--- src/rtl/stage_tag_pipe_if.sv ---
// Hazard-tag bundle between decode and the E/M/W tag pipeline.
// Master drives the D-stage tag and stall; slave returns per-stage tags.
interface stage_tag_pipe_if;
   logic        stall;
   logic [4:0]  D_rs_base, D_rt, D_REG_write_number;
   logic        D_REG_write_enable;
   logic [1:0]  D_T_new, D_T_use_rs_base, D_T_use_rt;
   logic        D_valid;

   logic [4:0]  E_rs_base, E_rt, E_REG_write_number;
   logic        E_REG_write_enable;
   logic [1:0]  E_T_new, E_T_use_rs_base, E_T_use_rt;
   logic        E_valid;

   logic [4:0]  M_rs_base, M_rt, M_REG_write_number;
   logic        M_REG_write_enable;
   logic [1:0]  M_T_new, M_T_use_rs_base, M_T_use_rt;
   logic        M_valid;

   logic [4:0]  W_rs_base, W_rt, W_REG_write_number;
   logic        W_REG_write_enable;
   logic [1:0]  W_T_new, W_T_use_rs_base, W_T_use_rt;
   logic        W_valid;

   logic [15:0] stall_count;

   modport master (
      output stall, D_rs_base, D_rt, D_REG_write_number, D_REG_write_enable,
             D_T_new, D_T_use_rs_base, D_T_use_rt, D_valid,
      input  E_rs_base, E_rt, E_REG_write_number, E_REG_write_enable,
             E_T_new, E_T_use_rs_base, E_T_use_rt, E_valid,
             M_rs_base, M_rt, M_REG_write_number, M_REG_write_enable,
             M_T_new, M_T_use_rs_base, M_T_use_rt, M_valid,
             W_rs_base, W_rt, W_REG_write_number, W_REG_write_enable,
             W_T_new, W_T_use_rs_base, W_T_use_rt, W_valid,
             stall_count
   );

   modport slave (
      input  stall, D_rs_base, D_rt, D_REG_write_number, D_REG_write_enable,
             D_T_new, D_T_use_rs_base, D_T_use_rt, D_valid,
      output E_rs_base, E_rt, E_REG_write_number, E_REG_write_enable,
             E_T_new, E_T_use_rs_base, E_T_use_rt, E_valid,
             M_rs_base, M_rt, M_REG_write_number, M_REG_write_enable,
             M_T_new, M_T_use_rs_base, M_T_use_rt, M_valid,
             W_rs_base, W_rt, W_REG_write_number, W_REG_write_enable,
             W_T_new, W_T_use_rs_base, W_T_use_rt, W_valid,
             stall_count
   );
endinterface

--- src/rtl/stage_tag_pipe.sv ---
// E/M/W hazard-tag pipeline: carries register numbers and T_new/T_use timing
// tags behind the instruction, ageing timing tags by one per stage.
module stage_tag_pipe (
   input  logic            clk,
   input  logic            reset,
   stage_tag_pipe_if.slave p
);
   typedef struct packed {
      logic [4:0] rs_base;
      logic [4:0] rt;
      logic [4:0] wr_num;
      logic       wr_en;
      logic [1:0] t_new;
      logic [1:0] t_use_rs;
      logic [1:0] t_use_rt;
      logic       valid;
   } tag_t;

   function automatic logic [1:0] sat_dec(input logic [1:0] v);
      return (v == 2'd0) ? 2'd0 : v - 2'd1;
   endfunction

   function automatic tag_t age(input tag_t t);
      tag_t a;
      a          = t;
      a.t_new    = sat_dec(t.t_new);
      a.t_use_rs = sat_dec(t.t_use_rs);
      a.t_use_rt = sat_dec(t.t_use_rt);
      return a;
   endfunction

   tag_t        d_tag, e_q, m_q, w_q;
   logic [15:0] stall_cnt_q;

   // T_new is not aged on entry to E (it counts from E); T_use counts from D.
   always_comb begin
      d_tag          = '0;
      d_tag.rs_base  = p.D_rs_base;
      d_tag.rt       = p.D_rt;
      d_tag.wr_num   = p.D_REG_write_number;
      d_tag.wr_en    = p.D_REG_write_enable && p.D_valid && (p.D_REG_write_number != 5'd0);
      d_tag.t_new    = p.D_T_new;
      d_tag.t_use_rs = sat_dec(p.D_T_use_rs_base);
      d_tag.t_use_rt = sat_dec(p.D_T_use_rt);
      d_tag.valid    = p.D_valid;
   end

   always_ff @(posedge clk or posedge reset) begin
      if (reset) begin
         e_q         <= '0;
         m_q         <= '0;
         w_q         <= '0;
         stall_cnt_q <= '0;
      end else begin
         if (p.stall) e_q <= '0;
         else         e_q <= d_tag;
         m_q <= age(e_q);
         w_q <= age(m_q);
         if (p.stall && (stall_cnt_q != 16'hFFFF)) stall_cnt_q <= stall_cnt_q + 16'd1;
      end
   end

   assign p.E_rs_base          = e_q.rs_base;
   assign p.E_rt               = e_q.rt;
   assign p.E_REG_write_number = e_q.wr_num;
   assign p.E_REG_write_enable = e_q.wr_en;
   assign p.E_T_new            = e_q.t_new;
   assign p.E_T_use_rs_base    = e_q.t_use_rs;
   assign p.E_T_use_rt         = e_q.t_use_rt;
   assign p.E_valid            = e_q.valid;

   assign p.M_rs_base          = m_q.rs_base;
   assign p.M_rt               = m_q.rt;
   assign p.M_REG_write_number = m_q.wr_num;
   assign p.M_REG_write_enable = m_q.wr_en;
   assign p.M_T_new            = m_q.t_new;
   assign p.M_T_use_rs_base    = m_q.t_use_rs;
   assign p.M_T_use_rt         = m_q.t_use_rt;
   assign p.M_valid            = m_q.valid;

   assign p.W_rs_base          = w_q.rs_base;
   assign p.W_rt               = w_q.rt;
   assign p.W_REG_write_number = w_q.wr_num;
   assign p.W_REG_write_enable = w_q.wr_en;
   assign p.W_T_new            = w_q.t_new;
   assign p.W_T_use_rs_base    = w_q.t_use_rs;
   assign p.W_T_use_rt         = w_q.t_use_rt;
   assign p.W_valid            = w_q.valid;

   assign p.stall_count        = stall_cnt_q;
endmodule

--- src/flat_wrapper.sv ---
// flat-port wrapper written by rule: the top's interface ports become plain ports
module stage_tag_pipe_flat 
  (clk, reset, p_stall, p_D_rs_base, p_D_rt, p_D_REG_write_number, p_D_REG_write_enable, p_D_T_new, p_D_T_use_rs_base, p_D_T_use_rt, p_D_valid, p_E_rs_base, p_E_rt, p_E_REG_write_number, p_E_REG_write_enable, p_E_T_new, p_E_T_use_rs_base, p_E_T_use_rt, p_E_valid, p_M_rs_base, p_M_rt, p_M_REG_write_number, p_M_REG_write_enable, p_M_T_new, p_M_T_use_rs_base, p_M_T_use_rt, p_M_valid, p_W_rs_base, p_W_rt, p_W_REG_write_number, p_W_REG_write_enable, p_W_T_new, p_W_T_use_rs_base, p_W_T_use_rt, p_W_valid, p_stall_count);
  stage_tag_pipe_if p_i ();
  input  logic clk;
  input  logic reset;
  input wire logic [$bits(p_i.stall)-1:0] p_stall;
  input wire logic [$bits(p_i.D_rs_base)-1:0] p_D_rs_base;
  input wire logic [$bits(p_i.D_rt)-1:0] p_D_rt;
  input wire logic [$bits(p_i.D_REG_write_number)-1:0] p_D_REG_write_number;
  input wire logic [$bits(p_i.D_REG_write_enable)-1:0] p_D_REG_write_enable;
  input wire logic [$bits(p_i.D_T_new)-1:0] p_D_T_new;
  input wire logic [$bits(p_i.D_T_use_rs_base)-1:0] p_D_T_use_rs_base;
  input wire logic [$bits(p_i.D_T_use_rt)-1:0] p_D_T_use_rt;
  input wire logic [$bits(p_i.D_valid)-1:0] p_D_valid;
  output wire logic [$bits(p_i.E_rs_base)-1:0] p_E_rs_base;
  output wire logic [$bits(p_i.E_rt)-1:0] p_E_rt;
  output wire logic [$bits(p_i.E_REG_write_number)-1:0] p_E_REG_write_number;
  output wire logic [$bits(p_i.E_REG_write_enable)-1:0] p_E_REG_write_enable;
  output wire logic [$bits(p_i.E_T_new)-1:0] p_E_T_new;
  output wire logic [$bits(p_i.E_T_use_rs_base)-1:0] p_E_T_use_rs_base;
  output wire logic [$bits(p_i.E_T_use_rt)-1:0] p_E_T_use_rt;
  output wire logic [$bits(p_i.E_valid)-1:0] p_E_valid;
  output wire logic [$bits(p_i.M_rs_base)-1:0] p_M_rs_base;
  output wire logic [$bits(p_i.M_rt)-1:0] p_M_rt;
  output wire logic [$bits(p_i.M_REG_write_number)-1:0] p_M_REG_write_number;
  output wire logic [$bits(p_i.M_REG_write_enable)-1:0] p_M_REG_write_enable;
  output wire logic [$bits(p_i.M_T_new)-1:0] p_M_T_new;
  output wire logic [$bits(p_i.M_T_use_rs_base)-1:0] p_M_T_use_rs_base;
  output wire logic [$bits(p_i.M_T_use_rt)-1:0] p_M_T_use_rt;
  output wire logic [$bits(p_i.M_valid)-1:0] p_M_valid;
  output wire logic [$bits(p_i.W_rs_base)-1:0] p_W_rs_base;
  output wire logic [$bits(p_i.W_rt)-1:0] p_W_rt;
  output wire logic [$bits(p_i.W_REG_write_number)-1:0] p_W_REG_write_number;
  output wire logic [$bits(p_i.W_REG_write_enable)-1:0] p_W_REG_write_enable;
  output wire logic [$bits(p_i.W_T_new)-1:0] p_W_T_new;
  output wire logic [$bits(p_i.W_T_use_rs_base)-1:0] p_W_T_use_rs_base;
  output wire logic [$bits(p_i.W_T_use_rt)-1:0] p_W_T_use_rt;
  output wire logic [$bits(p_i.W_valid)-1:0] p_W_valid;
  output wire logic [$bits(p_i.stall_count)-1:0] p_stall_count;
  assign p_i.stall = p_stall;
  assign p_i.D_rs_base = p_D_rs_base;
  assign p_i.D_rt = p_D_rt;
  assign p_i.D_REG_write_number = p_D_REG_write_number;
  assign p_i.D_REG_write_enable = p_D_REG_write_enable;
  assign p_i.D_T_new = p_D_T_new;
  assign p_i.D_T_use_rs_base = p_D_T_use_rs_base;
  assign p_i.D_T_use_rt = p_D_T_use_rt;
  assign p_i.D_valid = p_D_valid;
  assign p_E_rs_base = p_i.E_rs_base;
  assign p_E_rt = p_i.E_rt;
  assign p_E_REG_write_number = p_i.E_REG_write_number;
  assign p_E_REG_write_enable = p_i.E_REG_write_enable;
  assign p_E_T_new = p_i.E_T_new;
  assign p_E_T_use_rs_base = p_i.E_T_use_rs_base;
  assign p_E_T_use_rt = p_i.E_T_use_rt;
  assign p_E_valid = p_i.E_valid;
  assign p_M_rs_base = p_i.M_rs_base;
  assign p_M_rt = p_i.M_rt;
  assign p_M_REG_write_number = p_i.M_REG_write_number;
  assign p_M_REG_write_enable = p_i.M_REG_write_enable;
  assign p_M_T_new = p_i.M_T_new;
  assign p_M_T_use_rs_base = p_i.M_T_use_rs_base;
  assign p_M_T_use_rt = p_i.M_T_use_rt;
  assign p_M_valid = p_i.M_valid;
  assign p_W_rs_base = p_i.W_rs_base;
  assign p_W_rt = p_i.W_rt;
  assign p_W_REG_write_number = p_i.W_REG_write_number;
  assign p_W_REG_write_enable = p_i.W_REG_write_enable;
  assign p_W_T_new = p_i.W_T_new;
  assign p_W_T_use_rs_base = p_i.W_T_use_rs_base;
  assign p_W_T_use_rt = p_i.W_T_use_rt;
  assign p_W_valid = p_i.W_valid;
  assign p_stall_count = p_i.stall_count;
  stage_tag_pipe u_core (.clk(clk), .reset(reset), .p(p_i));
endmodule
--- config.mk ---
export PLATFORM = sky130hd
export DESIGN_NAME = stage_tag_pipe_flat
export DESIGN_NICKNAME = d
export VERILOG_FILES = /design/src/rtl/stage_tag_pipe_if.sv /design/src/rtl/stage_tag_pipe.sv /design/src/flat_wrapper.sv
export SDC_FILE = /design/constraint.sdc
export NUM_CORES = 1
export LEC_CHECK = 0
export CAP_MARGIN = 20
export CORE_MARGIN = 10
export CORE_UTILIZATION = 38
export DETAILED_ROUTE_END_ITERATION = 10
export PLACE_DENSITY_LB_ADDON = 0.3
export SETUP_SLACK_MARGIN = 0.3
export SLEW_MARGIN = 20
export SYNTH_ARGS = -nofsm -noshare
export SYNTH_HDL_FRONTEND = slang
export SYNTH_SLANG_ARGS = --single-unit
--- constraint.sdc ---
create_clock -name clk -period 2.28 [get_ports clk]
set_input_delay 0.228 -clock clk [delete_from_list [all_inputs] [get_ports clk]]
set_output_delay 0.228 -clock clk [all_outputs]
set_load 0.05 [all_outputs]
* Word-level counts from Yosys, hierarchy flattened
Cells that the tools add are included.
** Storage, ports and cells
- Output and inout bits :: 85
- Input port bits :: 26
- Word-level logic and storage cells :: 56
- Bits in registers :: 85
** Operators by class
- Reductions and logical operators :: 12
- Equal/unequal tests :: 1
- Multiplexer cells :: 9
- Add/sub/neg operators :: 9
** Operators by type and width (number)
- 23-bit 2-to-1 mux :: 1
- 16-bit by 1-bit adder with 16-bit output, second input constant :: 1
- 2-bit zero test :: 8
- 2-bit 2-to-1 mux :: 8
- 16-bit != test, second input constant :: 1
- 2-bit by 1-bit subtractor with 2-bit output, second input constant :: 8
- 5-bit nonzero test :: 1
- 1-bit logical AND :: 3

* Longest topological paths before layout
- Depth in word-level cells :: 3
- Gate-level depth with buffers :: 6

* Worst setup path before layout
OpenSTA, ideal clock, no wires.
- Path type :: register to register
- From :: register u_core.stall_cnt_q[0], in the netlist u_core.p.stall_count[0]
- To :: register u_core.stall_cnt_q[1], in the netlist u_core.p.stall_count[1]
- Data arrival time :: 2137 ps
- Data required time :: 2152 ps
- Clock period less this slack :: 2265 ps
- Setup slack :: 15 ps
- Path buffers :: 1
- Cell stages (with the launch flop) :: 7
- Library setup time :: 128 ps
- Path through :: dfrtp_1 > ha_1 > nand4_1 > or4_1 > buf_4 > nand2_2 > mux2_1
** On the way
- Cells in the longest elaborated chain, start to end :: 2
- Elaborated cells between the ends (all ways) :: 3
** Ends and longest elaborated chain
- start: declaration :: RTL line stage_tag_pipe.sv:33 : logic [15:0] stall_cnt_q;
- start signal: assignment :: RTL line stage_tag_pipe.sv:59 : if (p.stall && (stall_cnt_q != 16'hFFFF)) stall_cnt_q <= stall_cnt_q + 16'd1;
- branches (longest 2 deep; another with 16-bit by 1-bit adder with 16-bit output)
Several ways; the timed one is not identified.
A chain may end at the register's enable or synchronous reset.

* Final worst setup path
- From :: register u_core.stall_cnt_q[2], in the netlist u_core.p.stall_count[2]
- To :: output p_stall_count[2]
** RTL lines
- end: declaration :: RTL line flat_wrapper.sv:40 : output wire logic [$bits(p_i.stall_count)-1:0] p_stall_count;
No word-level cell between the ends.

==> flow_metrics.tcl <==
set metrics [dict create \
    topRoutingLayerUsed "met4" \
    die_width_um 105 \
    syn_to_final_growth_pct 53.6 \
    synth_top_cell_by_area "dfrtp_1" \
    cts_setup_buffers 0 \
    syn_inst 181 \
    ioPinCount 111 \
    gp_congestion 0.795 \
    via_count 1780 \
    cp_cell_sequence "clkdlybuf4s50_1" \
    layout-drive-gt1-share 0.105 \
    path_buf_inv 1 \
    arrival_ps 1650 \
    wl_per_cell_um 15.1 \
    slew_viol_final 0 \
    portBuffers 110 \
    ys_ff_latch 85 \
    wl_met2_um 3110 \
    dpl_worst_slack_ps 334 \
    fin_area_sq_mm 0.00425 \
    yosys_warnings 0 \
    fin_skew_ps 7.41 \
    criticalPathCategory "flip-flop to output pin" \
    powerDensity_mw_per_mm2 878 \
    drt-total-wl_um 6100 \
    dp_hpwl_um 4740 \
    hold_viol_final 0 \
    fin_hold_ws_ps 273 \
    final_core_util 0.592 \
    syn_avg_cell_area_sq_um 15.3 \
    antenna_found_initial 0 \
    yosysUniqueCellTypes 29 \
    r2r_slack_ps 460 \
    die_area_sq_mm 0.0111 \
    cts.htree.levels 3 \
    synth-main-ff-cell "dfrtp_1" \
    timing.rr.end "u_core.p.stall_count[1]$_DFFE_PP0P_" \
    clk-insertion-delay-late_ps 340 \
    clock_path_buffers 2 \
    synth-edff-count 0 \
    power_mw 3.73 \
    netlist_area_sq_mm 0.00276 \
    drc 0 \
    overflow 0 \
    clkTransAtPathRegs_ps 80 \
    vias_per_cell 4.41 \
    synth_top_area_share 0.770 \
    critPathSlowestCell "clkdlybuf4s50_1" \
    cp_max_fo 7 \
    rr_worst_depth 5 \
    synth_area_leaders "dfrtp_1, nor2b_1, xnor2_1" \
    rsz0062_at_grt "false" \
    maxCapViolCount 0 \
    tightest_slew_ps 527 \
    end_kind "output pin" \
    synthArstFlopShare 1.00 \
    crit_required_ps 2050 \
    dp.cells 388 \
    min_period_ps 1880 \
    peakVddDrop_mv 1.15 \
    crit_path_start_kind "flip-flop" \
    critPathTopFamily "buffers and inverters" \
    status "finished clean" \
    fin_ws_ps 405 \
    grt_max_degree 44 \
    drt_pass1_iterations 4 \
    cts-buffers-inserted 9 \
    grt_pass1_wl_um 9670 \
    fin_nets 327 \
    fp-row-count 31 \
    initial_core_util 0.385 \
    diodes 0 \
    coreArea_sq_mm 0.00718 \
    fin_crit_sh 0.822 \
    hp-class "primary input to asynchronous set/reset pin" \
    placed_cell_area_sq_mm 0.00403 \
    synth_common_cells "dfrtp_1, nor2b_1, xnor2_1" \
    first_iter_violations 30 \
    wl_met3_um 584 \
    ys_seq_area_frac 0.770 \
    grt_pass1_vias 1851 \
    layout.cells.non_filler 404 \
    setup_tns_ps 0 \
    synth.net_count 208 \
    ant_nets 0 \
    crit_path_max_incr_delay_ps 860 \
    crit-reg2reg-launch "u_core.p.stall_count[0]$_DFFE_PP0P_" \
    p_leak_nw 1.89 \
    die_h_um 105 \
    yosysMostFrequentCell "dfrtp_1" \
    drt-met1-wl_um 2340 \
    cts_tree "yes" \
    cts.sinks 85 \
    slew_headroom 0.647 \
    grt_usage 0.113 \
    fmax_ghz 0.533 \
    cts-root-buf "clkbuf_8" \
    finalSetupViolCount 0 \
]
==> timing repair <==
action / 4_1_cts / 5_1_grt
hold buffers: 0 / 0
resized for setup: 0 / 1
endpoints found under the setup margin: 0 / 2
endpoints found under the hold margin: 0 / 0
==> sequential cells by signal, indices dropped and copies added (netlist names), 2 cells and up <==
register and cells:
u_core.p.W_REG_write_number 5, u_core.p.E_rs_base 5, u_core.p.W_T_new 2, u_core.p.M_T_use_rt 2, u_core.p.W_T_use_rt 2, u_core.p.M_rt 5
u_core.p.E_rt 5, u_core.p.E_T_use_rs_base 2, u_core.p.M_T_use_rs_base 2, u_core.p.E_T_use_rt 2, u_core.p.E_REG_write_number 5, u_core.p.W_rs_base 5
u_core.p.M_REG_write_number 5, u_core.p.M_rs_base 5, u_core.p.E_T_new 2, u_core.p.stall_count 16, u_core.p.W_T_use_rs_base 2, u_core.p.M_T_new 2
u_core.p.W_rt 5
==> worst max path at each step <==
stage | startpoint | endpoint | slack [ps] | cells after the start
final | u_core.p.stall_count[2]$_DFFE_PP0P_ | p_stall_count[2] | 400 | 1
after global routing | u_core.p.stall_count[2]$_DFFE_PP0P_ | p_stall_count[2] | 320 | 1
after CTS | u_core.p.stall_count[0]$_DFFE_PP0P_ | u_core.p.stall_count[1]$_DFFE_PP0P_ | 320 | 5
after detailed placement | u_core.p.stall_count[0]$_DFFE_PP0P_ | u_core.p.stall_count[1]$_DFFE_PP0P_ | 330 | 5
after global placement | u_core.p.stall_count[1]$_DFFE_PP0P_ | u_core.p.stall_count[1]$_DFFE_PP0P_ | 380 | 5
after floorplan | u_core.p.stall_count[0]$_DFFE_PP0P_ | u_core.p.stall_count[1]$_DFFE_PP0P_ | 280 | 6
==> layout by cell type, fill, tap and decap left out, drive strengths merged, types with 4 or more instances in the layout <==
cell type	n
nand4	9
nand2	7
and3	7
clkbuf	12
and2	6
nor2b	24
xor2	4
clkdlybuf4s50	110
nor2	4
xnor2	9
dfrtp	85
==> power breakdown <==
group / internal (mW) / switching (mW) / total, mW / leakage [nW]
combinational: 0.338 / 0.568 / 0.906 / 0.677
sequential: 1.62 / 0.120 / 1.74 / 1.11
clock: 0.572 / 0.506 / 1.08 / 0.103
==> final cells by class <==
type | count | area, sq um
Inverter | 1 | 7.51
Tap cell | 99 | 124
Sequential cell | 85 | 2130
Multi-Input combinational cell | 90 | 634
Clock buffer | 12 | 155
Fill cell | 582 | 2930
Timing Repair Buffer | 113 | 1140
Clock inverter | 4 | 55.1
==> per-layer routing <==
layer / up-vias / GRT usage
li1: 845 / -
met1: 861 / 0.120
met2: 67 / 0.185
met3: 7 / 0.0566
met4: 0 / 0.0471
met5: - / 0
==> logic make-up (layout without fill, tap and decap cells) <==
logic type / count (synthesis) / after routing / synth area share
DFF: 85 / 85 / 0.770
AOI/OAI and AO/OA: 3 / 3 / 0.00724
and+or+nand+nor: 71 / 71 / 0.159
xor gates and xnor gates: 13 / 13 / 0.0412
adders and majority gates: 1 / 1 / 0.00453
buffers and inverters: 6 / 130 / 0.00996
muxes: 2 / 2 / 0.00815
Note: power is estimated with default switching activity, not from simulation.
